`src/rtl/ai_move_seq.sv`:
```
// AI turn sequencer: asks the point calculator for candidates, vets them against the board and places one or two stones.
// place_vld holds until place_rdy; optional raster-scan fallback on retry exhaustion under MOVE_SEQ_SCAN_FALLBACK_EN.
module ai_move_seq #(
    parameter int BRD_DIM      = 19,
    parameter int CALC_TIMEOUT = 1023,
    parameter int MAX_RETRY    = 3
) (
    input  logic       clk,
    input  logic       reset,
    input  logic       start,
    input  logic       first_move,
    output logic       calc_en,
    input  logic       calc_done,
    input  logic [4:0] calc_x,
    input  logic [4:0] calc_y,
    output logic       board_rd,
    output logic [4:0] board_x,
    output logic [4:0] board_y,
    input  logic       board_occ,
    output logic       place_vld,
    output logic [4:0] place_x,
    output logic [4:0] place_y,
    input  logic       place_rdy,
    output logic       busy,
    output logic       turn_done,
    output logic       err
);

    localparam int TW = (CALC_TIMEOUT > 1) ? $clog2(CALC_TIMEOUT + 1) : 1;
    localparam int RW = (MAX_RETRY > 0) ? $clog2(MAX_RETRY + 1) : 1;
    localparam logic [5:0]    DIM6     = 6'(BRD_DIM);
    localparam logic [TW-1:0] TMO_LAST = TW'(CALC_TIMEOUT - 1);
    localparam logic [RW-1:0] RETRY_MX = RW'(MAX_RETRY);

    typedef enum logic [2:0] {
        IDLE, CALC, WAIT, CHECK, OCC, PLACE, NEXT
`ifdef MOVE_SEQ_SCAN_FALLBACK_EN
        , SCAN
`endif
    } state_t;

    state_t        state_q, state_d;
    logic [1:0]    stones_q, stones_d;
    logic [RW-1:0] retry_q, retry_d;
    logic [TW-1:0] tmo_q, tmo_d;
    logic [4:0]    cx_q, cx_d, cy_q, cy_d;
    logic          td_q, td_d, err_q, err_d;
    logic          retry_ev;
`ifdef MOVE_SEQ_SCAN_FALLBACK_EN
    logic [4:0]    sx_q, sx_d, sy_q, sy_d;
    logic          sph_q, sph_d;
`endif

    always_ff @(posedge clk or posedge reset) begin
        if (reset) begin
            state_q  <= IDLE;
            stones_q <= '0;
            retry_q  <= '0;
            tmo_q    <= '0;
            cx_q     <= '0;
            cy_q     <= '0;
            td_q     <= 1'b0;
            err_q    <= 1'b0;
`ifdef MOVE_SEQ_SCAN_FALLBACK_EN
            sx_q     <= '0;
            sy_q     <= '0;
            sph_q    <= 1'b0;
`endif
        end else begin
            state_q  <= state_d;
            stones_q <= stones_d;
            retry_q  <= retry_d;
            tmo_q    <= tmo_d;
            cx_q     <= cx_d;
            cy_q     <= cy_d;
            td_q     <= td_d;
            err_q    <= err_d;
`ifdef MOVE_SEQ_SCAN_FALLBACK_EN
            sx_q     <= sx_d;
            sy_q     <= sy_d;
            sph_q    <= sph_d;
`endif
        end
    end

    always_comb begin
        state_d  = state_q;
        stones_d = stones_q;
        retry_d  = retry_q;
        tmo_d    = tmo_q;
        cx_d     = cx_q;
        cy_d     = cy_q;
        td_d     = 1'b0;
        err_d    = 1'b0;
        retry_ev = 1'b0;
`ifdef MOVE_SEQ_SCAN_FALLBACK_EN
        sx_d     = sx_q;
        sy_d     = sy_q;
        sph_d    = sph_q;
`endif
        case (state_q)
            IDLE: begin
                if (start) begin
                    stones_d = first_move ? 2'd1 : 2'd2;
                    retry_d  = '0;
                    state_d  = CALC;
                end
            end
            CALC: begin
                tmo_d   = '0;
                state_d = WAIT;
            end
            WAIT: begin
                // A result arriving on the last allowed cycle still wins over the timeout.
                if (calc_done) begin
                    if (({1'b0, calc_x} >= DIM6) || ({1'b0, calc_y} >= DIM6)) begin
                        retry_ev = 1'b1;
                    end else begin
                        cx_d    = calc_x;
                        cy_d    = calc_y;
                        state_d = CHECK;
                    end
                end else if (tmo_q == TMO_LAST) begin
                    retry_ev = 1'b1;
                end else begin
                    tmo_d = tmo_q + TW'(1);
                end
            end
            CHECK: state_d = OCC;
            OCC: begin
                if (board_occ) retry_ev = 1'b1;
                else           state_d  = PLACE;
            end
            PLACE: begin
                if (place_rdy) begin
                    stones_d = stones_q - 2'd1;
                    retry_d  = '0;
                    if (stones_q == 2'd1) begin
                        td_d    = 1'b1;
                        state_d = IDLE;
                    end else begin
                        state_d = NEXT;
                    end
                end
            end
            NEXT: state_d = CALC;
`ifdef MOVE_SEQ_SCAN_FALLBACK_EN
            SCAN: begin
                // Phase 0 strobes the read, phase 1 consumes board_occ for the same cell.
                if (!sph_q) begin
                    sph_d = 1'b1;
                end else begin
                    sph_d = 1'b0;
                    if (!board_occ) begin
                        cx_d    = sx_q;
                        cy_d    = sy_q;
                        state_d = PLACE;
                    end else if ((sx_q == 5'(BRD_DIM - 1)) && (sy_q == 5'(BRD_DIM - 1))) begin
                        err_d   = 1'b1;
                        td_d    = 1'b1;
                        state_d = IDLE;
                    end else if (sx_q == 5'(BRD_DIM - 1)) begin
                        sx_d = '0;
                        sy_d = sy_q + 5'd1;
                    end else begin
                        sx_d = sx_q + 5'd1;
                    end
                end
            end
`endif
            default: state_d = IDLE;
        endcase

        if (retry_ev) begin
            if (retry_q < RETRY_MX) begin
                retry_d = retry_q + RW'(1);
                state_d = CALC;
            end else begin
`ifdef MOVE_SEQ_SCAN_FALLBACK_EN
                sx_d    = '0;
                sy_d    = '0;
                sph_d   = 1'b0;
                state_d = SCAN;
`else
                err_d   = 1'b1;
                td_d    = 1'b1;
                state_d = IDLE;
`endif
            end
        end
    end

    assign calc_en   = (state_q == CALC);
    assign place_vld = (state_q == PLACE);
    assign busy      = (state_q != IDLE);
    assign place_x   = cx_q;
    assign place_y   = cy_q;
    assign turn_done = td_q;
    assign err       = err_q;
`ifdef MOVE_SEQ_SCAN_FALLBACK_EN
    assign board_rd  = (state_q == CHECK) || ((state_q == SCAN) && !sph_q);
    assign board_x   = (state_q == SCAN) ? sx_q : cx_q;
    assign board_y   = (state_q == SCAN) ? sy_q : cy_q;
`else
    assign board_rd  = (state_q == CHECK);
    assign board_x   = cx_q;
    assign board_y   = cy_q;
`endif

endmodule

```
`config.mk`:
```
export PLATFORM = sky130hd
export DESIGN_NAME = ai_move_seq
export DESIGN_NICKNAME = d
export VERILOG_FILES = /design/src/rtl/ai_move_seq.sv
export SDC_FILE = /design/constraint.sdc
export NUM_CORES = 1
export LEC_CHECK = 0
export CAP_MARGIN = 20
export CORE_AREA = 5 5 67 69
export CTS_BUF_LIST = sky130_fd_sc_hd__clkbuf_16
export CTS_CLUSTER_SIZE = 20
export DETAILED_ROUTE_END_ITERATION = 10
export DIE_AREA = 0 0 72 74
export HOLD_SLACK_MARGIN = 0.08
export PLACE_DENSITY = 0.73
export SLEW_MARGIN = 10
export SYNTH_ARGS = -nofsm -noshare
export SYNTH_HDL_FRONTEND = slang
export SYNTH_SLANG_ARGS = --single-unit
```
`constraint.sdc`:
```
create_clock -name clk -period 2.85 [get_ports clk]
set_input_delay 0.57 -clock clk [delete_from_list [all_inputs] [get_ports clk]]
set_output_delay 0.57 -clock clk [all_outputs]
set_load 0.02 [all_outputs]
```
Word level (Yosys, flattened, before mapping)
Cells that the tools add are included.

word-level totals
  bits in registers = 29
  input port bits = 17
  output and inout port bits = 26
  word-level logic and storage cells = 74

operators by class
  add/sub/neg operators = 3
  $lt $le $gt $ge = 3
  eq/ne operators = 17
  muxes and demuxes = 33
  bitwise gates (word level) = 1
  reduce and logical (&&, ||, !) cells = 9

operator list
  operator                                                                 count
  3-bit two-way mux                                                        7
  3-bit one-hot mux with 7 select lines                                    1
  10-bit two-way mux                                                       2
  10-bit one-hot mux with 2 select lines                                   1
  2-bit two-way mux                                                        7
  1-bit two-way mux                                                        12
  3-bit inequality test, second input constant                             4
  10-bit by 1-bit adder with 10-bit output, second input constant          1
  10-bit equality test, second input constant                              1
  5-bit greater-or-equal comparator, second input constant                 2
  3-bit equality test, second input constant                               3
  3-bit AND reduction                                                      3
  2-bit one-hot mux with 2 select lines                                    2
  3-bit by 2-bit equality test with 1-bit output, second input constant    2
  2-bit inequality test, second input constant                             3
  5-bit AND reduction                                                      1
  2-bit nonzero test                                                       2
  3-bit by 1-bit equality test with 1-bit output, second input constant    1
  3-bit zero test                                                          1
  3-bit by 1-bit inequality test with 1-bit output, second input constant  1
  3-bit nonzero test                                                       1
  2-bit by 1-bit adder with 2-bit output, second input constant            1
  2-bit by 1-bit equality test with 1-bit output, second input constant    1
  2-bit less-than comparator, second input constant                        1
  5 further kinds                                                          5

Depth between registers and ports, before layout
Gate-level depths: netlist (run 1).

  word-level depth = 7
  depth in mapped cells = 7
  mapped depth without buffers = 7

Least setup slack after synthesis (run 1)
No wires, ideal clock.

  path type = in2reg
  start point = input calc_y[1]
  end point = register retry_q[1]
  setup time = 0.125 ns
  arrival = 1.729 ns
  required time = 2.725 ns
  slack = 0.996 ns
  stages on the path = 5
  path buffers = 0
  path through = a211o_1 > a221oi_2 > o31a_4 > nor2_4 > mux2_4

on the way
  longest elaborated chain between the ends = 6

ends and longest elaborated chain
  what                                   RTL line  RTL
  from (decl)                            15        input logic [4:0] calc_y,
  5-bit greater-or-equal comparator      116       if (({1'b0, calc_x} >= DIM6) || ({1'b0, calc_y} >= DIM6)) begin
  1-bit logical OR                       116
  1-bit two-way mux                      116
  1-bit two-way mux                      115       if (calc_done) begin
  1-bit one-hot mux with 2 select lines  101       case (state_q)
  2-bit two-way mux                      174       if (retry_ev) begin
  named net retry_d[1]                   44        logic [RW-1:0] retry_q, retry_d;
  to (signal assigned)                   72        retry_q <= retry_d;
  to (decl)                              44

The timed path passes the listed nets, and every way through them passes these cells.
A chain may end at the register's enable or synchronous reset.

Worst setup path in the final report (run 1)
  start point = register state_q[2]
  end point = output place_vld

on the way
  longest elaborated chain between the ends = 1

ends and longest elaborated chain
  what                    RTL line  RTL
  from (decl)             42        state_t state_q, state_d;
  from (signal assigned)  70        state_q <= state_d;
  3-bit equality test     194       assign place_vld = (state_q == PLACE);
  to (decl)               20        output logic place_vld,

Every way passes these cells.

==> key figures, run 1 <==
Global routing
  • Vias in the first global route: 1,334
  • First-pass GRT wire length: 6200 µm
  • Largest net degree at the start of global routing: 30
  • GRT Overall Usage: 0.151
  • Total global routing overflow: 0
  • Antenna violations before repair: 0

Timing
  • FMAX: 410 MHz
  • Final setup vio count: 0
  • RSZ-0062 raised after global routing: false
  • Final hold violation count: 0
  • Slew @ Worst Pin: 567 ps
  • Sum Neg Setup Slack: 0 ps
  • Final Max Slew Viols: 0
  • Clk_skew: 1.88 ps
  • Fin crit share: 0.856
  • Slew HR: 0.616
  • Final worst path period need: about 2400 ps

Synthesis
  • Dominant cells by area after synthesis: dfrtp_1, mux2_2, buf_4
  • Yosys reg bits: 29
  • Synth unique cells: 42
  • Synth Area in Compound Gates: 0.137
  • Synth warn: 0
  • Syn_nets: 188
  • Register area share after synthesis: 0.438
  • Synth Area in XOR/XNOR: 0.0317
  • Most numerous cell in the Yosys netlist: dfrtp_1
  • Share of the synthesized area in the top cell type: 0.438
  • Synth Area in Adders: 0.0302
  • Post-synth top flop: dfrtp_1
  • Largest family of logic cells by synthesized area: simple AND/OR/NAND/NOR gates
  • Mapped Area: ~1700 µm²
  • EDFF count, synth: 0
  • Post-synthesis mux area share: 0.0831
  • Synth Instances: 167
  • Synth Area in Simple Gates: 0.213
  • Syn_area_per_cell: 9.91 µm²
  • Yosys top cell by area: dfrtp_1
  • Commonest cells in the synthesized netlist: dfrtp_1, nand2_1, nor2_1
  • Fraction of registers with async set/reset: 1.00

Routing
  • Number of remaining DRC errors: 0
  • Routed WL per cell: about 14 µm
  • Vias per std cell: 5.14
  • Antenna Violating Nets Remaining: 0
  • Starting DRT DRC Count: 103
  • Via count: roughly 1,300
  • Drt total wl: approximately 3500 µm
  • Drt pass-1 iters: 4

Floorplan
  • Starting Density: 0.429
  • Full die area: approximately 5300 µm²
  • Site Rows: 23
  • DIE HEIGHT: 74 µm
  • Die X: about 72 µm
  • Boundary Pins: 43
  • Core box area: 3860 µm²

Pwr
  • Worst VDD drop: 0.554 mV
  • Power per cell area: roughly 1000 nW/µm²
  • Leak: ~0.96 nW
  • Pwr Total: 0.00221 W

Status
  • Outcome: complete, no violations

Clocking
  • Hold buffers post-CTS: 0
  • Clock tree buffer depth: 2
  • Clock transition at path regs: approximately 50 ps
  • Clk_lat worst skew: 270 ps
  • CTS H-tree lvls: 2
  • CTS tree: yes
  • # Post-CTS Setup Buffers: 0
  • Gates resized, CTS repair: 0
  • Number of CTS-inserted buffers: 5
  • Sink Count: 29
  • CTS root buf: clkbuf_16

Place
  • Placer Congestion: between 0.8 and 0.9
  • DP HPWL: 2630 µm
  • IO Port Bufs: 42

Final layout
  • Ant. Diodes: 0
  • Fin nets: 228
  • Final-layout fill cell count: 357
  • P&R area growth vs syn: 33.9%
  • Layout cell share with drive strength beyond 1: 0.145

Worst setup path
  • CP Cell Sequence: nand2_1, inv_1, clkdlybuf4s50_1
  • CP required: 2280 ps
  • R2r startpoint: tmo_q[0]
  • Crit path kind: reg2out
  • Worst path bufs/invs: 2
  • CP Launch Type: register
  • CP arrival: roughly 1900 ps
  • Crit-path max FO: 16
  • CP top delay family: buffers and inverters
  • Nature of the critical path endpoint: output port
  • Crit. Startpoint: state_q[2]
  • Critical path's slowest cell: dfrtp_1
  • Worst stage delay on the critical path: 630 ps

Hold path
  • HP Class: reg2reg
  • Worst min-delay path startpoint: stones_q[0]

Job
  • Number of max-cap violations: 0
==> cell type report <==
type | count | area [µm²] | share of cell area
inverter | 5 | 18.8 | 0.00846
tap | 50 | 62.6 | 0.0282
multi-input combinational | 119 | 820 | 0.370
clock inverter | 2 | 7.51 | 0.00339
sequential | 29 | 726 | 0.327
timing repair buffer | 47 | 458 | 0.207
clock buffer | 5 | 125 | 0.0564
==> per-stage QoR <==
step	hold WS (ps)	util	cell area, µm²	cells	worst slack [ps]
final	507	0.575	2220	257	411
after CTS	508	0.575	2220	257	380
after global placement	479	0.541	2080	250	500
after floorplan	456	-	1660	167	996
after global routing	521	0.575	2220	257	256
after detailed placement	481	0.541	2080	250	455
==> cell usage in the layout (no fill, tap or decap), types with 5 or more instances in the layout <==
master / n
clkbuf_16: 5
nor2_1: 11
xnor2_1: 6
buf_4: 5
nand2_1: 19
clkdlybuf4s50_1: 42
mux2_2: 10
inv_1: 6
dfrtp_1: 29
nand2b_1: 6
a21oi_1: 10
o21ai_0: 8
==> worst reg2reg max path, cell delays in order, from the launching register on <==
cell,delay [ps]
dfrtp_1,430
inv_1,90
ha_1,140
nand2_1,90
o31a_1,390
o31a_4,320
nor2_4,110
mux2_4,300
==> sequential cells by signal, indices dropped and copies added, names as in the netlist <==
signal	count
err	1
board_y	5
stones_q	2
board_x	5
tmo_q	10
retry_q	2
state_q	3
turn_done	1
==> cells by family after synthesis <==
logic type               count (synthesis)
adder cells (fa/ha/maj)                  4
AND/OR/NAND/NOR                         64
flip-flops                              29
AO/OA/AOI/OAI                           33
XOR/XNOR                                 6
buffers and inverters                   19
multiplexers                            12
==> metal layers <==
layer  share of wire  vias to the layer above  track usage
met5               0                        -            0
met4           0.017                        0       0.0564
met3           0.057                        7       0.0486
met2            0.48                       32        0.243
met1            0.44                      628        0.192
li1                -                      655            -
==> path summary, 6_finish.rpt <==
path	end	slack [ps]	depth (start not counted)
worst max-delay path	place_vld	410	3
worst min-delay path	stones_q[0]	510	1
worst max register to register	retry_q[1]	880	7
worst min register to register	stones_q[0]	510	1
max in group asynchronous	board_x[0]	1900	3
min in group asynchronous	tmo_q[4]	680	3
==> where the power goes <==
group | switching (W) | internal [W] | leakage, nW | total (W)
registers | 0.000139 | 0.000543 | 0.375 | 0.000683
logic | 0.000516 | 0.000540 | 0.516 | 0.00106
clock network | 0.000164 | 0.000310 | 0.0685 | 0.000475
total | 0.000819 | 0.00139 | 0.959 | 0.00221
Note: power is estimated with default switching activity, not from simulation.
==> inputs of run 2 (changes only) <==
--- a/config.mk
+++ b/config.mk
@@ -11,7 +11,6 @@
 export CTS_CLUSTER_SIZE = 20
 export DETAILED_ROUTE_END_ITERATION = 10
 export DIE_AREA = 0 0 72 74
-export HOLD_SLACK_MARGIN = 0.08
 export PLACE_DENSITY = 0.73
 export SLEW_MARGIN = 10
 export SYNTH_ARGS = -nofsm -noshare
==> results of run 2 <==
The final DEF is identical to that of run 1; final timing and power are the same.
==> inputs of run 3 (changes only) <==
==> constraint.sdc (replaced) <==
create_clock -name clk -period 2.3 [get_ports clk]
set_input_delay 0.46 -clock clk [delete_from_list [all_inputs] [get_ports clk]]
set_output_delay 0.46 -clock clk [all_outputs]
set_load 0.02 [all_outputs]
==> run 3 against run 2 <==
  * Wire length shrank 2.4%
  * Non-clock buffer count grew 3
  * Flip-flop and latch count stayed put
  * Worst hold slack worse by 19 ps
  * First-iteration DRC count decreased by 22%
  * Register-to-register slack got worse by 490 ps
  * Core utilization is 1.5 points higher
  * Global-route usage shrank 0.36 points
  * Clock-buffer cell count stayed put
  * Combinational power rose by 25%
  * Sequential share of layout area shrank 0.72 points
  * Sequential power increased by 25%
  * Largest cell class unchanged
  * Critical path type unchanged
==> key figures, run 3 (synthesis results as in run 1) <==
Pwr
  • Leak: 1.00 nW (was 0.959 nW)
  • Switching Fraction: 0.356 (was 0.370)
  • Cell internal pwr: 0.00187 W (was 0.00139 W)
  • Power per cell area: 1270 nW/µm² (was 998 nW/µm²)
  • Psw: 0.00103 W (was 0.000819 W)
  • Seq pwr share: 0.294 (was 0.308)
  • Pwr Total: 0.00290 W (was 0.00221 W)
  • Worst VDD drop: 0.576 mV (was 0.554 mV)
  • Clock power share: 0.247 (was 0.214)
  • Logic pwr share: 0.459 (was 0.477)

Routing
  • Antenna Violating Nets Remaining: 0 (unchanged)
  • Drt total wl: 3440 µm (was 3520 µm)
  • Drt pass-1 iters: 4 (unchanged)
  • Routed WL per cell: 13.2 µm (was 13.7 µm)
  • Number of remaining DRC errors: 0 (unchanged)
  • Via count: 1,333 (was 1,322)
  • Vias per std cell: 5.11 (was 5.14)
  • Starting DRT DRC Count: 80 (was 103)

Clocking
  • Clk_lat worst skew: 270 ps (about the same)
  • Number of CTS-inserted buffers: 5 (unchanged)
  • CTS root buf: clkbuf_16 (unchanged)
  • Clock transition at path regs: 50 ps (about the same)
  • # Post-CTS Setup Buffers: 0 (unchanged)
  • Hold buffers post-CTS: 0 (unchanged)
  • Sink Count: 29 (unchanged)
  • CTS tree: yes (unchanged)
  • Clock tree buffer depth: 2 (unchanged)
  • CTS H-tree lvls: 2 (unchanged)

Timing
  • Slew HR: 0.588 (was 0.616)
  • Final hold violation count: 0 (unchanged)
  • RSZ-0062 raised after global routing: false (unchanged)
  • Clk_skew: 4.51 ps (was 1.88 ps)
  • Fin crit share: 0.947
  • Final setup vio count: 0 (unchanged)
  • Final worst path period need: about 2200 ps
  • Slew @ Worst Pin: 609 ps (was 567 ps)
  • Final Max Slew Viols: 0 (unchanged)
  • FMAX: 459 MHz
  • Sum Neg Setup Slack: 0 ps (unchanged)

Worst setup path
  • CP required: 1840 ps (was 2280 ps)
  • CP arrival: 1720 ps (was 1870 ps)
  • CP Launch Type: register (unchanged)
  • Crit-path max FO: 9 (was 16)
  • Crit path kind: reg2out (unchanged)
  • Nature of the critical path endpoint: output port (unchanged)

Final layout
  • Layout cell share with drive strength beyond 1: 0.171 (was 0.145)
  • Commonest non-fill, non-tap cell in the layout: clkdlybuf4s50_1 (unchanged)
  • Final-layout fill cell count: 347 (was 357)
  • Multi-input gate area: 820 µm² (unchanged)
  • P&R area growth vs syn: 37.4% (was 33.9%)
  • Largest register FFs: 10 (unchanged)
  • Fin nets: 231 (was 228)
  • Most frequent cells in the layout: clkdlybuf4s50_1, dfrtp_1, nand2_1 (unchanged)
  • Storage element area: 728 µm² (was 726 µm²)
  • Largest Register: tmo_q (unchanged)
  • Ant. Diodes: 0 (unchanged)
  • Non-Filler Instances: 261 (was 257)

Place
  • DP HPWL: 2620 µm (was 2630 µm)
  • Placer Congestion: 0.826 (was 0.805)
  • IO Port Bufs: 42 (unchanged)
  • DP Cell Count: 253 (was 250)

Status
  • Outcome: complete, no violations (unchanged)

Global routing
  • GRT Overall Usage: 0.147 (was 0.151)
  • Largest net degree at the start of global routing: 30 (unchanged)
  • Vias in the first global route: 1,340 (was 1,334)
  • First-pass GRT wire length: 6040 µm (was 6200 µm)
  • Antenna violations before repair: 0 (unchanged)
  • Total global routing overflow: 0 (unchanged)

Floorplan
  • DIE HEIGHT: 74 µm (unchanged)
  • Die X: 72 µm (unchanged)
  • Core box area: 3860 µm² (unchanged)
  • Full die area: 5330 µm² (unchanged)
  • Boundary Pins: 43 (unchanged)
  • Starting Density: 0.429 (unchanged)
  • Site Rows: 23 (unchanged)

Job
  • Number of max-cap violations: 0 (unchanged)

Hold path
  • HP Class: reg2reg (unchanged)
-- run 3: cell count changes in the layout (fill, tap and decap cells not counted) --
cell	change
dfrtp_2	+2
bufinv_16	+1
buf_4	+3
dfrtp_1	-2
clkdlybuf4s50_1	-1
dlymetal6s2s_1	+1
-- run 3: per-stage QoR --
stage,setup WS (ps),hold slack (ps),instance area (µm²),utilization
after detailed placement,34.5,481,2110,0.546
after global placement,58.6,481,2110,0.546
after floorplan,451,456,1660,-
final,123,488,2270,0.590
after global routing,60.2,521,2270,0.590
after CTS,88.2,488,2270,0.589
-- run 3: path summary, 6_finish.rpt --
kind | from | endpoint | slack [ps] | depth (start not counted)
worst max-delay path | state_q[1] | calc_en | 120 | 3
worst max register to register | tmo_q[0] | retry_q[1] | 390 | 7
min in group asynchronous | reset | tmo_q[4] | 560 | 3
max in group asynchronous | reset | state_q[2] | 1440 | 3
worst min register to register | retry_q[0] | retry_q[0] | 490 | 1
worst min-delay path | retry_q[0] | retry_q[0] | 490 | 1
-- run 3: final cells by class --
| class | count | area share |
|---|---|---|
| clock buffer | 5 | 0.0550 |
| clock inverter | 3 | 0.0165 |
| inverter | 5 | 0.00825 |
| multi-input combinational | 119 | 0.360 |
| sequential | 29 | 0.320 |
| tap | 50 | 0.0275 |
| timing repair buffer | 50 | 0.212 |
-- run 3: critical path, stage by stage, from the launching register on --
cell,delay (ps)
dfrtp_1,450
nand2b_1,200
nor2_1,160
clkdlybuf4s50_1,640
-- run 3: timing repair --
item	4_1_cts	5_1_grt
setup endpoints to repair	1	1
resized for setup	2	1
endpoints found under the hold margin	0	0
-- run 3: power groups by stage --
stage                     Sequential [W]  Clock, W  Combinational (W)
final                           0.000852  0.000715            0.00133
after global placement          0.000850         0            0.00132
after CTS                       0.000854  0.000732            0.00135
after floorplan                 0.000894         0           0.000796
after detailed placement        0.000856         0            0.00134
after global routing            0.000892  0.000755            0.00143
-- run 3: layer usage --
metal  track usage  wire [µm]  vias to the layer above
met2         0.238       1600                       31
met1         0.185       1610                      631
met5             0          0                        -
met3        0.0446        179                        6
li1              -          -                      665
met4        0.0626         52                        0
